## src/rtl/pipe_pkg.sv

```systemverilog
// Shared types for the hazard controller: operand source codes and
// the per-stage writer record tracked in EX, MEM and WB.
package pipe_pkg;

    localparam logic [1:0] FWD_REG = 2'b00;
    localparam logic [1:0] FWD_EX  = 2'b01;
    localparam logic [1:0] FWD_MEM = 2'b10;

    typedef struct packed {
        logic       valid;
        logic [4:0] waddr;
        logic       is_load;
    } slot_t;

    localparam slot_t SLOT_EMPTY = '0;

    // Register 0 is hardwired, so it can never be a hazard source.
    function automatic logic slot_hit(slot_t s, logic [4:0] a);
        return s.valid && (s.waddr == a) && (a != 5'd0);
    endfunction

endpackage

```

## src/rtl/pipe_hazard_ctrl.sv

```systemverilog
// Load-use / RAW hazard controller for a 5-stage pipe.
// Define PIPE_HAZARD_FORWARD_EN to enable EX/MEM forwarding.
module pipe_hazard_ctrl
    import pipe_pkg::*;
(
    input  logic        in_clk,
    input  logic        in_rst_n,
    input  logic        in_id_valid,
    input  logic [4:0]  in_id_rs_addr,
    input  logic [4:0]  in_id_rt_addr,
    input  logic        in_id_rs_used,
    input  logic        in_id_rt_used,
    input  logic [4:0]  in_id_rd_waddr,
    input  logic        in_id_rd_wena,
    input  logic        in_id_is_load,
    input  logic        in_ex_branch_taken,
    output logic        out_pc_stall,
    output logic        out_if_id_stall,
    output logic        out_if_id_flush,
    output logic        out_id_ex_bubble,
    output logic [1:0]  out_fwd_a_sel,
    output logic [1:0]  out_fwd_b_sel,
    output logic [31:0] out_stall_count
);

    slot_t       ex_q, ex_d, mem_q, wb_q;
    logic [31:0] cnt_q, cnt_d;

    logic id_valid, branch;
    logic a_ex, a_mem, b_ex, b_mem;
    logic need_a, need_b, stall;
    logic [1:0] fwd_a, fwd_b;
    logic unused_wb;

    // Gating with reset keeps every control quiet while held in reset.
    assign id_valid = in_id_valid & in_rst_n;
    assign branch   = in_ex_branch_taken & in_rst_n;

    assign a_ex  = in_id_rs_used & id_valid & slot_hit(ex_q, in_id_rs_addr);
    assign a_mem = in_id_rs_used & id_valid & slot_hit(mem_q, in_id_rs_addr);
    assign b_ex  = in_id_rt_used & id_valid & slot_hit(ex_q, in_id_rt_addr);
    assign b_mem = in_id_rt_used & id_valid & slot_hit(mem_q, in_id_rt_addr);

`ifdef PIPE_HAZARD_FORWARD_EN
    // A load in EX has no data yet: wait one cycle, then take it from MEM.
    always_comb begin
        need_a = a_ex & ex_q.is_load;
        need_b = b_ex & ex_q.is_load;
        fwd_a  = FWD_REG;
        fwd_b  = FWD_REG;
        if (a_ex) begin
            fwd_a = ex_q.is_load ? FWD_REG : FWD_EX;
        end else if (a_mem) begin
            fwd_a = FWD_MEM;
        end
        if (b_ex) begin
            fwd_b = ex_q.is_load ? FWD_REG : FWD_EX;
        end else if (b_mem) begin
            fwd_b = FWD_MEM;
        end
    end
`else
    always_comb begin
        need_a = a_ex | a_mem;
        need_b = b_ex | b_mem;
        fwd_a  = FWD_REG;
        fwd_b  = FWD_REG;
    end
`endif

    assign stall = (need_a | need_b) & ~branch;

    assign out_pc_stall     = stall;
    assign out_if_id_stall  = stall;
    assign out_if_id_flush  = branch;
    assign out_id_ex_bubble = stall | branch;
    assign out_fwd_a_sel    = fwd_a;
    assign out_fwd_b_sel    = fwd_b;
    assign out_stall_count  = cnt_q;

    always_comb begin
        ex_d = SLOT_EMPTY;
        if (!stall && !branch) begin
            ex_d.valid   = in_id_valid & in_id_rd_wena
                         & (in_id_rd_waddr != 5'd0);
            ex_d.waddr   = in_id_rd_waddr;
            ex_d.is_load = in_id_is_load;
        end
    end

    always_comb begin
        cnt_d = cnt_q;
        if (stall && (cnt_q != 32'hFFFF_FFFF)) begin
            cnt_d = cnt_q + 32'd1;
        end
    end

    always_ff @(posedge in_clk or negedge in_rst_n) begin
        if (!in_rst_n) begin
            ex_q  <= SLOT_EMPTY;
            mem_q <= SLOT_EMPTY;
            wb_q  <= SLOT_EMPTY;
            cnt_q <= '0;
        end else begin
            ex_q  <= ex_d;
            mem_q <= ex_q;
            wb_q  <= mem_q;
            cnt_q <= cnt_d;
        end
    end

    // WB writes the regfile in the first half-cycle, so it never hazards.
    assign unused_wb = ^wb_q;

endmodule
```

## config.mk

```make
export PLATFORM = sky130hd
export DESIGN_NAME = pipe_hazard_ctrl
export DESIGN_NICKNAME = d
export VERILOG_FILES = /design/src/rtl/pipe_pkg.sv /design/src/rtl/pipe_hazard_ctrl.sv
export SDC_FILE = /design/constraint.sdc
export NUM_CORES = 1
export LEC_CHECK = 0
export ABC_CLOCK_PERIOD_IN_PS = 6200
export CAP_MARGIN = 20
export CORE_MARGIN = 2
export CORE_UTILIZATION = 39
export CTS_CLUSTER_DIAMETER = 120
export DETAILED_ROUTE_END_ITERATION = 8
export PLACE_DENSITY = 0.66
export SYNTH_ARGS = -nofsm -noshare
export SYNTH_HDL_FRONTEND = slang
export SYNTH_SLANG_ARGS = --single-unit
```

## constraint.sdc

```tcl
create_clock -name in_clk -period 6.2 [get_ports in_clk]
set_input_delay 1.24 -clock in_clk [delete_from_list [all_inputs] [get_ports in_clk]]
set_output_delay 1.24 -clock in_clk [all_outputs]
set_load 0.05 [all_outputs]
```

Word-level counts from Yosys, hierarchy flattened
Cells that the tools add are included.

Flip-flop bits (word level): 44. Output and inout bits: 40.

Add/sub/neg operators: 1. Equality and inequality tests: 5. Muxes and demuxes: 1. Bitwise gates (word level): 16. Reductions and logical operators: 15.

Operators with widths (number): 32-bit by 1-bit adder with 32-bit output, second input constant (1); 32-bit != test, second input constant (1); 5-bit == test (4); 5-bit nonzero test (3); 1-bit bitwise AND (11); 1-bit logical AND (10); 7-bit 2-to-1 mux (1); 1-bit bitwise OR (4); 1-bit zero test (2); 1-bit inverter (1).

Logic depth before layout (Yosys ltp)
Depth after elaboration: 10. Depth in mapped cells: 8.

Worst setup path after synthesis
Ideal clock, no wire load.

Kind: input to output. Start: input in_id_rs_addr[0]. End: output out_pc_stall. Arrival: 2.714 ns. Data required time: 4.960 ns. Slack: 2.246 ns. Cell stages on the path: 7. Buffers on the path: 2. Cell sequence: nor3_1 -> a21oi_1 -> and2_1 -> a32oi_1 -> buf_2 -> inv_1 -> buf_4.

Word-level cells in the longest chain between the ends: 7.

Ends and longest elaborated chain: from (decl) (RTL line pipe_hazard_ctrl.sv:9) `input logic [4:0] in_id_rs_addr,`; 5-bit == test (RTL line pipe_pkg.sv:19) `return s.valid && (s.waddr == a) && (a != 5'd0);`; 1-bit logical AND (2 in series) (RTL line pipe_pkg.sv:19); 1-bit bitwise AND (on tied branches) (RTL line pipe_hazard_ctrl.sv:39, pipe_hazard_ctrl.sv:40); 1-bit bitwise OR * (RTL line pipe_hazard_ctrl.sv:64) `need_a = a_ex | a_mem;`; 1-bit bitwise OR * (RTL line pipe_hazard_ctrl.sv:71) `assign stall = (need_a | need_b) & ~branch;`; 1-bit bitwise AND * (RTL line pipe_hazard_ctrl.sv:71); to (decl) (RTL line pipe_hazard_ctrl.sv:17) `output logic out_pc_stall,`.

Mark *: on every way between the ends. The rest lies on a longest branch, timed or not.

Worst setup path in the final report
Start: input in_id_rs_addr[2]. End: output out_id_ex_bubble.

Word-level cells in the longest chain between the ends: 8.

Ends and longest elaborated chain: 5-bit == test (RTL line pipe_pkg.sv:19); 1-bit logical AND (2 in series) (RTL line pipe_pkg.sv:19); 1-bit bitwise AND (on tied branches) (RTL line pipe_hazard_ctrl.sv:39, pipe_hazard_ctrl.sv:40); 1-bit bitwise OR * (RTL line pipe_hazard_ctrl.sv:64); 1-bit bitwise OR * (RTL line pipe_hazard_ctrl.sv:71); 1-bit bitwise AND * (RTL line pipe_hazard_ctrl.sv:71); 1-bit bitwise OR * (RTL line pipe_hazard_ctrl.sv:76) `assign out_id_ex_bubble = stall | branch;`; to (decl) (RTL line pipe_hazard_ctrl.sv:20) `output logic out_id_ex_bubble,`.

Marked as above.

==> flow_summary.html <==
<table>
<tr><th>Metric</th><th>Value</th></tr>
<tr><th colspan="2">Detailed routing</th></tr>
<tr><td>Via count</td><td>roughly 1800</td></tr>
<tr><td>Routed via count divided by cell count</td><td>around 5</td></tr>
<tr><td>Initial DRT Pass Iterations</td><td>4</td></tr>
<tr><td>Antenna-violating nets left</td><td>0</td></tr>
<tr><td>Final Routed Wirelength</td><td>5010 um</td></tr>
<tr><td>Remaining routing DRC violations</td><td>0</td></tr>
<tr><td>Violation count after the first detailed-route iteration</td><td>59</td></tr>
<tr><td>Wire length per cell after detailed routing</td><td>14.1 um</td></tr>
<tr><th colspan="2">Setup path</th></tr>
<tr><td>Worst path cell trace</td><td>clkdlybuf4s50_1, xnor2_1, nand4_1, o22ai_1, a221oi_1, inv_1, clkdlybuf4s50_1</td></tr>
<tr><td>Worst reg2reg path endpoint</td><td>out_stall_count[25]$_DFFE_PN0P_</td></tr>
<tr><td>Critical Path Source</td><td>in_id_rs_addr[2]</td></tr>
<tr><td>Reg2reg path depth</td><td>7</td></tr>
<tr><td>CP Launch Type</td><td>primary input</td></tr>
<tr><td>Crit Path Category</td><td>in -&gt; out</td></tr>
<tr><td>Worst reg2reg setup slack</td><td>3.57 ns</td></tr>
<tr><td>Worst R2R Start</td><td>out_stall_count[0]$_DFFE_PN0P_</td></tr>
<tr><td>CP Capture Point</td><td>out_id_ex_bubble</td></tr>
<tr><td>Maximum fanout encountered on the critical timing path</td><td>7</td></tr>
<tr><td>Setup crit end kind</td><td>output pin</td></tr>
<tr><td>Worst EP required</td><td>4.96 ns</td></tr>
<tr><td>Delay of the slowest critical-path stage</td><td>0.72 ns</td></tr>
<tr><td>Most used cell, CP</td><td>sky130_fd_sc_hd__clkdlybuf4s50_1</td></tr>
<tr><td>Data arrival time of the worst path</td><td>3.53 ns</td></tr>
<tr><td>Cell with the largest stage delay on the worst path</td><td>sky130_fd_sc_hd__clkdlybuf4s50_1</td></tr>
<tr><th colspan="2">Min path</th></tr>
<tr><td>Tightest Hold Check Type</td><td>reg -&gt; reg</td></tr>
<tr><td>Hold Path Cell Cnt</td><td>0</td></tr>
<tr><td>Launch instance of the worst min-delay path</td><td>ex_q[6]$_DFF_PN0_</td></tr>
<tr><th colspan="2">Clock network</th></tr>
<tr><td>Insertion delay to the later sink of the worst-skew pair</td><td>0.29 ns</td></tr>
<tr><td>Cell chosen for the clock root</td><td>sky130_fd_sc_hd__clkbuf_8</td></tr>
<tr><td>Number of cells upsized or downsized after cts</td><td>0</td></tr>
<tr><td>Hold buffer count at cts</td><td>0</td></tr>
<tr><td>Total setup buffers inserted after CTS</td><td>0</td></tr>
<tr><td>Number of buffers inserted during clock tree synthesis</td><td>5</td></tr>
<tr><td>Clock tree from TritonCTS</td><td>built</td></tr>
<tr><td>Clock-pin slew on the worst setup and hold paths</td><td>0.07 ns</td></tr>
<tr><td>Clock net sink count</td><td>44</td></tr>
<tr><td>Number of buffers between clock root and the deepest sink</td><td>2</td></tr>
<tr><td>H-tree levels</td><td>2</td></tr>
<tr><th colspan="2">Power</th></tr>
<tr><td>Net switching share of the total power</td><td>between 20% and 30%</td></tr>
<tr><td>Leakage</td><td>1.40 nW</td></tr>
<tr><td>Portion of total power attributed to the clock network</td><td>33.6%</td></tr>
<tr><td>Net switching component of the power</td><td>0.133 mW</td></tr>
<tr><td>PwrDens</td><td>approximately 170 mW/mm^2</td></tr>
<tr><td>Worst-case vdd ir drop</td><td>0.0842 mV</td></tr>
<tr><td>Combinational Power Share</td><td>11.4%</td></tr>
<tr><td>Sequential share of power</td><td>55.0%</td></tr>
<tr><td>Int Power</td><td>0.413 mW</td></tr>
<tr><th colspan="2">GRT</th></tr>
<tr><td>Total track usage</td><td>15.2%</td></tr>
<tr><td>First-pass GRT wire length</td><td>just under 9000 um</td></tr>
<tr><td>GR Overflow Total</td><td>0</td></tr>
<tr><td>Number of antenna violations at the first check in global routing</td><td>0</td></tr>
<tr><td>Via count of the first global-routing pass</td><td>approximately 1800</td></tr>
<tr><td>Largest net degree at the start of global routing</td><td>39</td></tr>
<tr><th colspan="2">Synth</th></tr>
<tr><td>Async set-or-reset flop fraction in the synthesized netlist</td><td>100%</td></tr>
<tr><td>Syn Inst Count</td><td>between 200 and 250</td></tr>
<tr><td>Synth Register Bits</td><td>44</td></tr>
<tr><td>Number of distinct library cells after synthesis</td><td>39</td></tr>
<tr><td>Number of enable flip-flop cells after synthesis</td><td>0</td></tr>
<tr><td>Warnings, synthesis</td><td>0</td></tr>
<tr><td>Most frequently used flop master after synthesis</td><td>sky130_fd_sc_hd__dfrtp_1</td></tr>
<tr><td>Netlist Area Pre-Place</td><td>roughly 0.0024 mm^2</td></tr>
<tr><td>Proportion of synthesized chip area in sequential cells</td><td>45.3%</td></tr>
<tr><td>Mapped Avg Cell Area</td><td>approximately 11 um^2</td></tr>
<tr><th colspan="2">Finish</th></tr>
<tr><td>Number of fillers in the final layout</td><td>about 560</td></tr>
<tr><td>Layout overhead on the synthesized area</td><td>28.4%</td></tr>
<tr><td>Commonest non-fill, non-tap cell in the layout</td><td>sky130_fd_sc_hd__clkdlybuf4s50_1</td></tr>
<tr><td>Final core utilization</td><td>around 52%</td></tr>
<tr><td>Layout cell share with drive strength beyond 1</td><td>11.8%</td></tr>
<tr><td>Final #Nets</td><td>303</td></tr>
<tr><td>Most frequent cells in the layout</td><td>56 x sky130_fd_sc_hd__clkdlybuf4s50_1, 44 x sky130_fd_sc_hd__dfrtp_1, 26 x sky130_fd_sc_hd__xnor2_1</td></tr>
<tr><td>Antenna fix cells</td><td>0</td></tr>
<tr><th colspan="2">STA</th></tr>
<tr><td>Endpoints failing setup</td><td>0</td></tr>
<tr><td>Total negative slack</td><td>0 ns</td></tr>
<tr><td>Post-layout minimum cycle time</td><td>4.77 ns</td></tr>
<tr><td>Transition time at the pin with the least slew margin</td><td>0.664 ns</td></tr>
<tr><td>Max Clock Freq</td><td>0.210 GHz</td></tr>
<tr><td>Crit share post-route</td><td>77.0%</td></tr>
<tr><td>Headroom to the max-slew limit</td><td>55.7%</td></tr>
<tr><td>Pins Over Slew Limit</td><td>0</td></tr>
<tr><td>Number of hold violations in the final report</td><td>0</td></tr>
<tr><td>Clock skew after layout</td><td>between 0.007 and 0.008 ns</td></tr>
<tr><td>Setup repair after global routing missed its margin</td><td>false</td></tr>
<tr><th colspan="2">Floorplanning</th></tr>
<tr><td>Top-Level Pins</td><td>63</td></tr>
<tr><td>Die ar.</td><td>0.00687 mm^2</td></tr>
<tr><td>Starting Density</td><td>a little over 40%</td></tr>
<tr><td>Die width</td><td>82.9 um</td></tr>
<tr><td>Core area</td><td>0.00596 mm^2</td></tr>
<tr><td>Standard-cell rows</td><td>28</td></tr>
<tr><td>Die Y</td><td>82.9 um</td></tr>
<tr><th colspan="2">Place</th></tr>
<tr><td>Post-DP HPWL</td><td>between 3000 and 4000 um</td></tr>
<tr><td>Final RePlAce weighted congestion</td><td>0.835</td></tr>
<tr><td>Total of buffers placed on input and output ports</td><td>57</td></tr>
<tr><th colspan="2">Run</th></tr>
<tr><td># Max-Cap Violations</td><td>0</td></tr>
<tr><th colspan="2">Run status</th></tr>
<tr><td>Outcome</td><td>completed</td></tr>
</table>
-- cells in the mapped netlist, types with 2 or more instances --
cell type                  instances  area share [%]
sky130_fd_sc_hd__nand4_1           5             1.3
sky130_fd_sc_hd__dfrtp_1          44              45
sky130_fd_sc_hd__or3_1             3            0.77
sky130_fd_sc_hd__xor2_1           25             9.0
sky130_fd_sc_hd__nor4_4            3             2.6
sky130_fd_sc_hd__and4_1            2            0.72
sky130_fd_sc_hd__nor4b_1           3             1.1
sky130_fd_sc_hd__and2_1            6             1.5
sky130_fd_sc_hd__nand3_2           2            0.82
sky130_fd_sc_hd__or4_1             3            0.93
sky130_fd_sc_hd__a21oi_1           2            0.41
sky130_fd_sc_hd__nand2_1          14             2.2
sky130_fd_sc_hd__nand3_1          14             2.9
sky130_fd_sc_hd__nor2_1            9             1.4
sky130_fd_sc_hd__buf_4             5             1.5
sky130_fd_sc_hd__nand2b_1          2            0.52
sky130_fd_sc_hd__nor4_2            3             1.5
sky130_fd_sc_hd__nor3_2            7             2.9
sky130_fd_sc_hd__nor3_1            7             1.4
sky130_fd_sc_hd__inv_1             9             1.4
sky130_fd_sc_hd__nand4_2           2             1.0
sky130_fd_sc_hd__xnor2_1          26             9.4
sky130_fd_sc_hd__nor4_1            5             1.3
sky130_fd_sc_hd__buf_2             5             1.0
sky130_fd_sc_hd__and3_1            2            0.52
-- worst max-delay path, delay by kind of cell --
kind / cells / cell delay, ns
buffers and inverters: 3 / 1.31
AOI/OAI and AO/OA: 2 / 0.73
xor gates and xnor gates: 1 / 0.17
and+or+nand+nor: 1 / 0.08
-- power by group through the flow --
stage / Combinational (mW) / Clock, mW / Sequential [mW]
final: 0.0623 / 0.183 / 0.300
after global routing: 0.0682 / 0.202 / 0.301
after CTS: 0.0632 / 0.190 / 0.300
after detailed placement: 0.0630 / 0 / 0.306
after global placement: 0.0619 / 0 / 0.306
after floorplan: 0.0302 / 0 / 0.309
-- final cells by class --
| class | instances | area, um^2 | share of cell area (%) |
|---|---|---|---|
| clock buffer | 8 | 90.1 | 2.89 |
| inverter | 9 | 33.8 | 1.08 |
| multi-input combinational | 160 | 1220 | 39.1 |
| sequential | 44 | 1100 | 35.3 |
| tap | 75 | 93.8 | 3.01 |
| timing repair buffer | 59 | 581 | 18.6 |
-- routing by layer --
layer	wire length [um]	global-route usage (%)
met1	2460	20.9
met2	2270	23.8
met3	203	3.08
met4	80	5.22
met5	0	0
-- how the worst min path moves through the flow --
stage,endpoint,slack (ns)
after floorplan,mem_q[6]$_DFF_PN0_,0.37
after global placement,mem_q[6]$_DFF_PN0_,0.41
after detailed placement,mem_q[6]$_DFF_PN0_,0.41
after CTS,mem_q[6]$_DFF_PN0_,0.42
after global routing,mem_q[6]$_DFF_PN0_,0.45
final,mem_q[6]$_DFF_PN0_,0.42
-- registers in the layout, summed over array words and instances (netlist names) --
name	cells
out_stall_count	32
ex_q	6
mem_q	6
-- cell families after synthesis --
logic type | synth area share [%]
flops | 45.3
xor+xnor | 18.4
compound gates | 2.37
mux | 0.464
buf+inv | 5.25
fa+ha+maj | 0.515
other cells | 0.154
simple gates | 27.5
-- through the flow --
| step | power [mW] | cells | area [um^2] | worst slack (ns) | hold WS (ns) |
|---|---|---|---|---|---|
| floorplan | 0.339 | 225 | 2440 | 2.25 | 0.374 |
| global placement | 0.368 | 347 | 3030 | 1.41 | 0.405 |
| detailed placement | 0.369 | 347 | 3030 | 1.45 | 0.407 |
| CTS | 0.553 | 355 | 3120 | 1.42 | 0.425 |
| global route | 0.571 | 355 | 3120 | 1.21 | 0.446 |
| finish | 0.546 | 355 | 3120 | 1.43 | 0.421 |
Note: power is estimated with default switching activity, not from simulation.
